<file path="src/rtl/dds_pkg.sv">
// ---------------------------------------------------------------------------
// dds_pkg
// Shared definitions for the DDS sine controller:
//   state_t   - controller FSM states (IDLE / RUN / DRAIN)
//   AMP_FULL  - full-scale amplitude code (unity gain)
//   AMP_SHIFT - right shift applied after the amplitude multiply
//   midscale  - offset-binary zero for a given sample width
// ---------------------------------------------------------------------------
package dds_pkg;

  typedef enum logic [1:0] {
    IDLE  = 2'd0,
    RUN   = 2'd1,
    DRAIN = 2'd2
  } state_t;

  localparam int unsigned AMP_FULL  = 16;
  localparam int unsigned AMP_SHIFT = 4;

  // Offset-binary zero: 2^(data_w-1).
  function automatic int unsigned midscale(input int unsigned data_w);
    return 32'd1 << (data_w - 32'd1);
  endfunction

endpackage

</file>
<file path="src/rtl/dds_amp_scale.sv">
// ---------------------------------------------------------------------------
// dds_amp_scale
// Registered amplitude scaler for offset-binary samples.
//   wave = ((rom - mid) * amp) >>> AMP_SHIFT + mid, with a valid passthrough.
// Ports:
//   clk, rst_n      - clock, asynchronous active-low reset
//   clr_i           - force output to midscale and drop valid
//   in_valid_i      - rom_data_i carries a sample this cycle
//   rom_data_i      - offset-binary ROM sample
//   amp_i           - amplitude 0..AMP_FULL (already saturated upstream)
//   wave_data_o     - registered scaled sample
//   wave_valid_o    - wave_data_o is a new sample this cycle
// ---------------------------------------------------------------------------
import dds_pkg::*;

module dds_amp_scale #(
  parameter int unsigned DATA_W = 8
) (
  input  logic              clk,
  input  logic              rst_n,
  input  logic              clr_i,
  input  logic              in_valid_i,
  input  logic [DATA_W-1:0] rom_data_i,
  input  logic [4:0]        amp_i,
  output logic [DATA_W-1:0] wave_data_o,
  output logic              wave_valid_o
);

  localparam int unsigned MID = midscale(DATA_W);
  // Product width: signed sample (DATA_W+1) times signed amp (6) bits.
  localparam int unsigned P_W = DATA_W + 7;

  logic signed [DATA_W:0] s_d;
  logic signed [P_W-1:0]  p_d;
  logic [DATA_W-1:0]      wave_d;
  logic [DATA_W-1:0]      wave_data_q;
  logic                   wave_valid_q;

  always_comb begin
    s_d    = $signed({1'b0, rom_data_i}) - $signed((DATA_W + 1)'(MID));
    p_d    = P_W'(s_d) * P_W'($signed({1'b0, amp_i}));
    // Arithmetic shift floors toward minus infinity; with amp <= AMP_FULL the
    // result always lands back inside the DATA_W range, so truncation is safe.
    wave_d = DATA_W'((p_d >>> AMP_SHIFT) + $signed(P_W'(MID)));
  end

  always_ff @(posedge clk or negedge rst_n) begin
    if (!rst_n) begin
      wave_data_q  <= DATA_W'(MID);
      wave_valid_q <= 1'b0;
    end else if (clr_i) begin
      wave_data_q  <= DATA_W'(MID);
      wave_valid_q <= 1'b0;
    end else if (in_valid_i) begin
      wave_data_q  <= wave_d;
      wave_valid_q <= 1'b1;
    end else begin
      wave_valid_q <= 1'b0;
    end
  end

  assign wave_data_o  = wave_data_q;
  assign wave_valid_o = wave_valid_q;

endmodule

</file>
<file path="src/rtl/dds_sin_ctrl.sv">
// ---------------------------------------------------------------------------
// dds_sin_ctrl
// DDS sequencer for an external synchronous-read sine ROM. Holds a phase
// accumulator, adds a phase offset to form ROM addresses, scales the returned
// samples by an amplitude and emits an offset-binary stream with valid.
// Ports:
//   clk, rst_n                   - clock, asynchronous active-low reset
//   cfg_valid / cfg_ready        - configuration handshake
//   cfg_freq, cfg_phase, cfg_amp - tuning word, address offset, amplitude
//   start, stop                  - run control pulses
//   rom_addr / rom_data          - ROM address (registered) and read data
//   wave_data / wave_valid       - scaled sample stream
//   busy                         - high in RUN or DRAIN
// ---------------------------------------------------------------------------
import dds_pkg::*;

module dds_sin_ctrl #(
  parameter int unsigned PHASE_W = 32,
  parameter int unsigned ADDR_W  = 11,
  parameter int unsigned DATA_W  = 8,
  parameter int unsigned ROM_LAT = 1
) (
  input  logic               clk,
  input  logic               rst_n,
  input  logic               cfg_valid,
  output logic               cfg_ready,
  input  logic [PHASE_W-1:0] cfg_freq,
  input  logic [ADDR_W-1:0]  cfg_phase,
  input  logic [4:0]         cfg_amp,
  input  logic               start,
  input  logic               stop,
  output logic [ADDR_W-1:0]  rom_addr,
  input  logic [DATA_W-1:0]  rom_data,
  output logic [DATA_W-1:0]  wave_data,
  output logic               wave_valid,
  output logic               busy
);

  localparam int unsigned CNT_W = (ROM_LAT < 1) ? 1 : $clog2(ROM_LAT + 1);

  state_t             state_q;
  logic [PHASE_W-1:0] acc_q;
  logic [PHASE_W-1:0] freq_q;
  logic [ADDR_W-1:0]  phase_q;
  logic [4:0]         amp_q;
  logic [ADDR_W-1:0]  rom_addr_q;
  logic [ROM_LAT:0]   vld_pipe_q;   // bit i: address issued i edges ago
  logic [CNT_W-1:0]   drain_cnt_q;
  logic               busy_q;
  logic               cfg_ready_q;

  logic               cfg_fire;
  logic [4:0]         amp_sat;
  logic               issue;
  logic               drain_done;
  logic [PHASE_W-1:0] acc_d;
  logic [ADDR_W-1:0]  addr_d;

  always_comb begin
    cfg_fire   = cfg_valid && cfg_ready_q;
    amp_sat    = (cfg_amp > 5'(AMP_FULL)) ? 5'(AMP_FULL) : cfg_amp;
    // A stop on a RUN cycle suppresses that cycle's address, so only
    // addresses already in flight are flushed during DRAIN.
    issue      = (state_q == RUN) && !stop;
    drain_done = (state_q == DRAIN) && (drain_cnt_q == CNT_W'(ROM_LAT));
    acc_d      = acc_q + freq_q;
    addr_d     = acc_q[PHASE_W-1 -: ADDR_W] + phase_q;
  end

  always_ff @(posedge clk or negedge rst_n) begin
    if (!rst_n) begin
      state_q     <= IDLE;
      acc_q       <= '0;
      freq_q      <= '0;
      phase_q     <= '0;
      amp_q       <= 5'(AMP_FULL);
      rom_addr_q  <= '0;
      vld_pipe_q  <= '0;
      drain_cnt_q <= '0;
      busy_q      <= 1'b0;
      cfg_ready_q <= 1'b1;
    end else begin
      // Retuning in RUN leaves acc untouched, so phase stays continuous.
      if (cfg_fire) begin
        freq_q  <= cfg_freq;
        phase_q <= cfg_phase;
        amp_q   <= amp_sat;
      end

      vld_pipe_q <= {vld_pipe_q[ROM_LAT-1:0], issue};

      case (state_q)
        IDLE: begin
          // stop wins over a simultaneous start.
          if (start && !stop) begin
            state_q <= RUN;
            acc_q   <= '0;
            busy_q  <= 1'b1;
          end
        end
        RUN: begin
          if (stop) begin
            state_q     <= DRAIN;
            drain_cnt_q <= '0;
            cfg_ready_q <= 1'b0;
          end else begin
            acc_q      <= acc_d;
            rom_addr_q <= addr_d;
          end
        end
        DRAIN: begin
          if (drain_done) begin
            state_q     <= IDLE;
            busy_q      <= 1'b0;
            cfg_ready_q <= 1'b1;
          end else begin
            drain_cnt_q <= drain_cnt_q + CNT_W'(1);
          end
        end
        default: begin
          state_q     <= IDLE;
          busy_q      <= 1'b0;
          cfg_ready_q <= 1'b1;
        end
      endcase
    end
  end

  dds_amp_scale #(
    .DATA_W(DATA_W)
  ) u_scale (
    .clk         (clk),
    .rst_n       (rst_n),
    .clr_i       (drain_done),
    .in_valid_i  (vld_pipe_q[ROM_LAT]),
    .rom_data_i  (rom_data),
    .amp_i       (amp_q),
    .wave_data_o (wave_data),
    .wave_valid_o(wave_valid)
  );

  assign rom_addr  = rom_addr_q;
  assign busy      = busy_q;
  assign cfg_ready = cfg_ready_q;

endmodule

</file>
<file path="config.mk">
export PLATFORM = sky130hd
export DESIGN_NAME = dds_sin_ctrl
export DESIGN_NICKNAME = d
export VERILOG_FILES = /design/src/rtl/dds_pkg.sv /design/src/rtl/dds_amp_scale.sv /design/src/rtl/dds_sin_ctrl.sv
export SDC_FILE = /design/constraint.sdc
export NUM_CORES = 1
export LEC_CHECK = 0
export ABC_AREA = 1
export CAP_MARGIN = 0
export CORE_ASPECT_RATIO = 2
export CORE_MARGIN = 4
export CORE_UTILIZATION = 46
export DETAILED_ROUTE_END_ITERATION = 10
export DONT_BUFFER_PORTS = 1
export GPL_TIMING_DRIVEN = 0
export RECOVER_POWER = 50
export SLEW_MARGIN = 0
export SYNTH_ARGS = -nofsm -noshare
export SYNTH_HDL_FRONTEND = slang
export SYNTH_SLANG_ARGS = --single-unit
</file>
<file path="constraint.sdc">
create_clock -name clk -period 3.1 [get_ports clk]
set_input_delay 0.31 -clock clk [delete_from_list [all_inputs] [get_ports clk]]
set_output_delay 0.31 -clock clk [all_outputs]
set_load 0.1 [all_outputs]
</file>
==> out/metrics.sh, run 1 <==
TIMING.CRITICAL_PATH.TO_TYPE='flop'
HTREE_LEVELS=3
NUM_IO_PINS=83
ROUTE.ANTENNA.REMAINING_NETS=0
STARTPOINT_TYPE='flop'
VIAS_PER_CELL=4.99
GRT_START_MAX_NET_PINS=108
SHARE_SEQ_OF_TOTAL_POWER=0.312
RUN_STATUS='finished with violations'
STATIC-LEAKAGE-POWER_uW=0.00526
MAX_CAP_VIOLATIONS=0
GRT_TOTAL_USAGE=0.230
WORSTPATHMAXFANOUT=6
DETAIL_ROUTE.WIRELENGTH_MM=21.9
PORTBUFFERS=0
FLIP_FLOP_AND_LATCH_COUNT_AFTER_SYNTHESIS=107
WORST_EP_ARRIVAL_TIME_PS=3520
NUMBER_OF_PLACEMENT_ROWS=68
LAYOUTNONFILLERINSTCOUNT=1449
RSZ_0062_RAISED_AFTER_GLOBAL_ROUTING='yes'
INITIALDRTVIOLATIONCOUNT=220
FLOORPLAN.CORE_AREA_MM2=0.0174
SOURCE_TO_SINK_CLOCK_DELAY_AT_THE_LATER_PIN_OF_THE_WORST_SKEW_PAIR_PS=360
POWER.INTERNAL_uW=4990
FLOW.AREA_GROWTH_FROM_SYNTHESIS_PCT=10.9
SYNTH_TOP_AREA_SHARE=0.320
PWR_DENSITY_CELL_mW_PER_MM2=1150
ANTENNA_FOUND_INITIAL=0
NNETSFINAL=1377
WORST_HOLD_PATH_TYPE='in2reg'
SYNTHESIS.AREA_PER_INSTANCE_UM2=6.73
PATH_CLASS='reg2reg'
FINALCRITICALPERIOD_PS=3270
POST-ROUTE-DRC-COUNT=0
SYN-INSTANCE-COUNT=1208
PORTION_OF_THE_POST_SYNTHESIS_AREA_USED_BY_SEQUENTIAL_ELEMENTS=0.330
SYNTH.AREA.TOP_CELLS='dfrtp_1 32%, nand2_1 24%, inv_1 9.5%'
TNS_PS=-633
POWER_FRAC_CLOCK=0.126
POST-SYNTH-TOP-COUNT-CELL='nand2_1'
SLEW_VIOL_FINAL=0
ANTENNA_DIODE_COUNT=0
INITIAL_CELL_DENSITY_OF_THE_CORE=0.468
MAPPEDNETLISTAREA_MM2=0.00813
FINALSETUPVIOLATIONS=6
DIEAREA_MM2=0.0200
PERIOD_SHARE=1.06
SYNTHDISTINCTLIBCELLS=34
FMAX_MHz=306
PLACE_CONGESTION=0.933
GRT_UTIL_MET2=0.450
YS_WARN_COUNT=0
FIN_AREA_MM2=0.00902
SYNTH_EDF_COUNT=0
FIRST_GLOBAL_VIAS=7410
MET3_LAYER_USAGE_REPORTED_BY_GLOBAL_ROUTE=0.0320
CTS.CLK_SLEW.WORST_PATHS_PS=80
GRT_FIRST_PASS_WIRELENGTH_MM=35.7
POWER.SWITCHING_uW=5380
DIE_W_UM=102
TIMING_WORST_SLEW_PIN_VALUE_PS=1460
VIOLATIONS='negative setup slack'
SLEW_HEADROOM=0.0265
TOP_USAGE_LAYER='met2'
CLOCKBUFFERDEPTH=2
CTS_ROOT_BUF='clkbuf_16'
CTS_BUFFER_COUNT=9
SYNTH_ASYNC_SR_FLOP_SHARE=1.00
YS_DOMINANT_REG_CELL='dfrtp_1'
LAYOUT-DRIVE-GT1-SHARE=0.0839
HOLD_VIOLATIONS=0
PLACED_AREA_MM2=0.00850
SYNTH_LARGEST_AREA_CELL='dfrtp_1'
FP.DIEH_UM=196
SYNTH_COMMON_CELLS='518 x nand2_1, 206 x inv_1, 104 x dfrtp_1, 69 x nor2_1, 58 x ha_1'
DP_HPWL_MM=17.8
FINAL_CRITICAL_PATH_SETUP_SLACK_PS=-171
COMB_POWER_SHARE=0.562
CLOCK_SKEW_PS=11.5
CLKSINKCOUNT=107
VIAS_AFTER_DETAILED_ROUTING=7234
SYNTH_NETS=1351
POST_DRT_WL_PER_CELL_UM=15.1
POWER.SWITCHING_FRACTION=0.519
TRITONCTS_CLOCK_TREE='yes'
CRITICAL_PATH_REQUIRED_PS=3350
IRDROPWORSTVDD_uV=493
GRT_USE_MET1=0.223
POST-PLACE-CELLS=1418
GLOBAL_ROUTE.OVERFLOW_TOTAL=0
DETAILEDROUTE.FIRSTPASSITERATIONCOUNT=7
registers in the layout, indices dropped and copies added, names as in the netlist:
signal / flops
acc_q: 32
amp_q: 5
busy: 1
cfg_ready: 1
drain_cnt_q: 1
freq_q: 32
phase_q: 11
rom_addr: 11
state_q: 2
u_scale.wave_data_o: 8
u_scale.wave_valid_o: 1
vld_pipe_q: 2
metal layers:
layer  routed length [um]  share of wire
met1                 7620           0.35
met2                12500           0.57
met3                  734          0.034
met4                 1010          0.046
met5                    0              0
cells by family (layout without fill, tap and decap cells):
| kind of cell | Yosys count | after routing | share of synthesized area |
|---|---|---|---|
| AO/OA/AOI/OAI | 101 | 101 | 0.0668 |
| XOR/XNOR | 12 | 12 | 0.0129 |
| adder cells (fa/ha/maj) | 82 | 82 | 0.148 |
| buffers and inverters | 229 | 260 | 0.107 |
| flip-flops | 107 | 107 | 0.330 |
| AND/OR/NAND/NOR | 677 | 677 | 0.334 |
power groups by stage:
stage	Clock (uW)	Combinational, uW	Sequential [uW]
after detailed placement	0	5450	3270
after CTS	1330	5670	3250
after floorplan	0	4170	3120
after global routing	1380	6670	3310
after global placement	0	5370	3260
final	1300	5830	3230
worst paths after layout:
check / start / end / slack, ps / cells after the start
worst max-delay path: amp_q[0] / u_scale.wave_data_o[5] / -170 / 15
worst min-delay path: cfg_freq[0] / freq_q[0] / 50 / 2
worst max register to register: amp_q[0] / u_scale.wave_data_o[5] / -170 / 15
worst min register to register: vld_pipe_q[0] / vld_pipe_q[1] / 370 / 0
max in group asynchronous: rst_n / amp_q[1] / 1240 / 2
min in group asynchronous: rst_n / u_scale.wave_data_o[2] / 860 / 2
area by class of cell:
type | instances | area (um^2)
fillers | 1774 | 8340
multi-input cells | 872 | 4730
flip-flops and latches | 107 | 2680
inverters | 210 | 791
well taps | 210 | 263
clock buffers | 10 | 239
repair buffers | 15 | 115
plain buffers | 19 | 98.8
clock inverters | 6 | 95.1
placed cells by master, fill, tap and decap left out, types with 3 or more instances in the layout:
cell / instances
ha_4: 6
nor2_4: 3
o31ai_1: 6
nand3b_1: 5
clkbuf_1: 11
dfstp_2: 3
nor2_2: 4
fa_2: 3
o21ai_1: 15
nand2_2: 14
buf_2: 4
inv_2: 18
and2_1: 5
o21ai_0: 26
a21oi_1: 37
nand3_1: 52
nand4_1: 7
o21bai_1: 3
clkbuf_16: 9
fa_1: 21
xor2_1: 4
inv_1: 190
ha_1: 52
nand3_2: 3
buf_4: 16
xnor2_1: 8
nor2_1: 65
dfrtp_1: 102
a21oi_2: 6
nand2_1: 511
nor3_1: 4
a31oi_1: 3
worst max-delay path: stages, from the launching register on:
cell      delay [ps]
dfrtp_2          470
nand2_2           80
inv_2             40
fa_1             590
inv_2             50
fa_2             540
fa_1             420
inv_2             80
ha_4             220
nand3b_1         110
nand2_2           90
nand2_2           80
nand2_2           50
a21oi_2          140
and2_1           140
o21ai_1           60
per-stage QoR:
step / utilization / worst slack (ps) / hold slack (ps) / total power [uW]
floorplan: - / -19.6 / 14.4 / 7290
global placement: 0.490 / -396 / 16.7 / 8630
detailed placement: 0.490 / -397 / 16.8 / 8720
CTS: 0.517 / -207 / 43.9 / 10300
global route: 0.519 / -299 / 49.4 / 11400
finish: 0.519 / -171 / 48.8 / 10400
what timing repair did:
item / 4_1_cts / 5_1_grt
setup endpoints to repair: 6 / 6
endpoints found under the hold margin: 107 / 0
gates resized for setup: 25 / 16
buffers inserted: 8 / 5
hold buffers: 2 / 0
pin swaps: 20 / 7
(Power assumes the default switching activity.)
==> run 2: changes to the inputs <==
CTS_CLUSTER_SIZE = 12   (was unset)
clock period = 3.25 ns   (was 3.1 ns; I/O delays follow)
==> run 2 against run 1 <==
Compared with the run above:
- the run ends with max-capacitance violations, max-slew violations, negative setup slack left
- clock-buffer cell count rose by 1
- maximum frequency fell by 1.7%
- register-to-register slack improved by 95 ps
==> out/metrics.sh, run 2 (synthesized netlist as in run 1, its figures left out) <==
RUN_STATUS='finished with violations'
VIOLATIONS='max-capacitance violations, max-slew violations, negative setup slack'
TRITONCTS_CLOCK_TREE='yes'
FMAX_MHz=301  # -1.7%
PERIOD_SHARE=1.02  # -0.0318
FLOORPLAN.CORE_AREA_MM2=0.0174  # unchanged
LAYOUT_TOP_REGISTERS='acc_q x32, freq_q x32'
CLKSINKCOUNT=107  # unchanged
HOLD_PATH_DEPTH=2  # unchanged
WORST_EP_ARRIVAL_TIME_PS=3580  # +60 ps
SLEW_VIOL_FINAL=108  # +108
MAX_CAP_VIOLATIONS=1  # +1
PWR_DENSITY_CELL_mW_PER_MM2=1090  # -5.6%
CLOCKBUFFERDEPTH=2  # unchanged
VIAS_AFTER_DETAILED_ROUTING=7234  # unchanged
LAYOUT.CELLS.MOST_COMMON='nand2_1'
COMB_POWER_SHARE=0.576  # +0.014
DIE_W_UM=102  # unchanged
POST-ROUTE-DRC-COUNT=0  # unchanged
ANTENNA_DIODE_COUNT=0  # unchanged
R2R.WORST_PATH.CELLS=17  # +2
GRT_FIRST_PASS_WIRELENGTH_MM=35.3  # -1.3%
WORST_HOLD_PATH_TYPE='in2reg'
GLOBAL_ROUTE.OVERFLOW_TOTAL=0  # unchanged
POWER_uW=9810  # -5.4%
DP_HPWL_MM=17.8  # -0.15%
DIEAREA_MM2=0.0200  # unchanged
SHARE_SEQ_OF_TOTAL_POWER=0.316  # +0.004
PATH_CLASS='reg2reg'
FINALHOLDWORSTSLACK_PS=65.8  # +17.0 ps
STATIC-LEAKAGE-POWER_uW=0.00524  # -0.36%
PLACE_CONGESTION=0.935  # +0.16%
FINALSETUPVIOLATIONS=2  # -4
VIAS_PER_CELL=4.99  # unchanged
HOLD_VIOLATIONS=0  # unchanged
CLOCK_SKEW_PS=10.3  # -1.20 ps
NUMBER_OF_PLACEMENT_ROWS=68  # unchanged
DETAILEDROUTE.FIRSTPASSITERATIONCOUNT=5  # -2
ANTENNA_FOUND_INITIAL=0  # unchanged
LAYOUT-DRIVE-GT1-SHARE=0.0912  # +0.00726
FIRST_GLOBAL_VIAS=7237  # -2.3%
HTREE_LEVELS=3  # unchanged
SOURCE_TO_SINK_CLOCK_DELAY_AT_THE_LATER_PIN_OF_THE_WORST_SKEW_PAIR_PS=360  # about the same
MOST_FREQUENT_CELLS_IN_THE_LAYOUT='504 x nand2_1, 187 x inv_1, 102 x dfrtp_1'
FINALCRITICALPERIOD_PS=3330  # +55.0 ps
NNETSFINAL=1377  # unchanged
POWER.INTERNAL_uW=4650  # -6.7%
CTS.CLK_SLEW.WORST_PATHS_PS=80  # about the same
TIMING.CRITICAL_PATH.TO_TYPE='flop'
FINAL_CRITICAL_PATH_SETUP_SLACK_PS=-76.4  # +95.0 ps
CRITICAL_PATH_REQUIRED_PS=3500  # +150 ps
POWER.SWITCHING_uW=5160  # -4.2%
POST_DRT_WL_PER_CELL_UM=15.2  # +0.25%
DETAIL_ROUTE.WIRELENGTH_MM=22.0  # +0.25%
STARTPOINT_TYPE='flop'
NUM_IO_PINS=83  # unchanged
FLOW.AREA_GROWTH_FROM_SYNTHESIS_PCT=11.2
TNS_PS=-152  # +481 ps
PORTBUFFERS=0  # unchanged
INITIALDRTVIOLATIONCOUNT=265  # +20%
GRT_START_MAX_NET_PINS=108  # unchanged
CTS_ROOT_BUF='clkbuf_16'
INITIAL_CELL_DENSITY_OF_THE_CORE=0.468  # unchanged
TIMING_WORST_SLEW_PIN_VALUE_PS=2390  # +935 ps
CTS_BUFFER_COUNT=9  # unchanged
IRDROPWORSTVDD_uV=442  # -10%
POWER.SWITCHING_FRACTION=0.526  # +0.00650
WORSTPATHMAXFANOUT=6  # unchanged
POWER_FRAC_CLOCK=0.108  # -0.018
GRT_TOTAL_USAGE=0.229  # -0.00146
FP.DIEH_UM=196  # unchanged
POST-PLACE-CELLS=1418  # unchanged
LAYOUTNONFILLERINSTCOUNT=1449  # unchanged
ROUTE.ANTENNA.REMAINING_NETS=0  # unchanged
RSZ_0062_RAISED_AFTER_GLOBAL_ROUTING='yes'
SLEW_HEADROOM=-0.597  # -0.623
[run 2: layout make-up]
class / instances / area, um^2
Fill cell: 1811 / 8320
Sequential cell: 107 / 2680
Buffer: 18 / 90.1
Inverter: 210 / 791
Tap cell: 210 / 263
Clock buffer: 11 / 243
Timing Repair Buffer: 16 / 144
Clock inverter: 5 / 37.5
Multi-Input combinational cell: 872 / 4780
[run 2: what timing repair did]
action                                 CTS  global route
endpoints found under the hold margin  107             0
buffers inserted                         8             6
cloned                                   0             0
pin swaps                               37            28
gates resized for setup                 46            27
setup endpoints to repair                6             6
hold buffers                             2             0
[run 2: power groups by stage]
stage          Combinational [uW]  Clock [uW]  Sequential, uW
5_1_grt                      6450        1150            3170
4_1_cts                      5380        1090            3110
3_5_place_dp                 4970           0            3120
6_report                     5650        1060            3100
3_3_place_gp                 4900           0            3110
2_1_floorplan                3790           0            2970
[run 2: routing by layer]
metal,wire length (um),vias to the layer above,global-route usage
met1,7610,3321,0.227
li1,-,3736,-
met4,950,0,0.103
met5,0,-,0
met3,739,48,0.0356
met2,12700,129,0.445
[run 2: through the flow]
stage               setup slack [ps]  cell area (um^2)   util
floorplan                       17.7              8170      -
global placement                -359              8430  0.486
detailed placement              -360              8430  0.486
CTS                            -47.9              8940  0.515
global route                    -198              9030  0.521
finish                         -76.4              9030  0.521
[run 2: final timing paths]
check,start,end,slack [ps]
setup / recovery,amp_q[1],u_scale.wave_data_o[3],-80
hold / removal,cfg_freq[1],freq_q[1],70
setup reg to reg,amp_q[1],u_scale.wave_data_o[3],-80
hold reg to reg,vld_pipe_q[0],vld_pipe_q[1],350
max in group asynchronous,rst_n,amp_q[1],430
min in group asynchronous,rst_n,u_scale.wave_data_o[0],1200
[run 2: worst max-delay path, cell delays in order, from the launching register on]
cell	delay, ps
dfrtp_2	440
buf_12	150
nand2_1	50
inv_1	50
fa_1	540
ha_4	210
ha_4	250
nand4_1	130
nor2_4	160
inv_2	60
fa_2	390
nand3b_1	210
nand2_2	130
nand2_2	70
buf_4	130
buf_4	120
nand2_2	60
o21ai_2	50
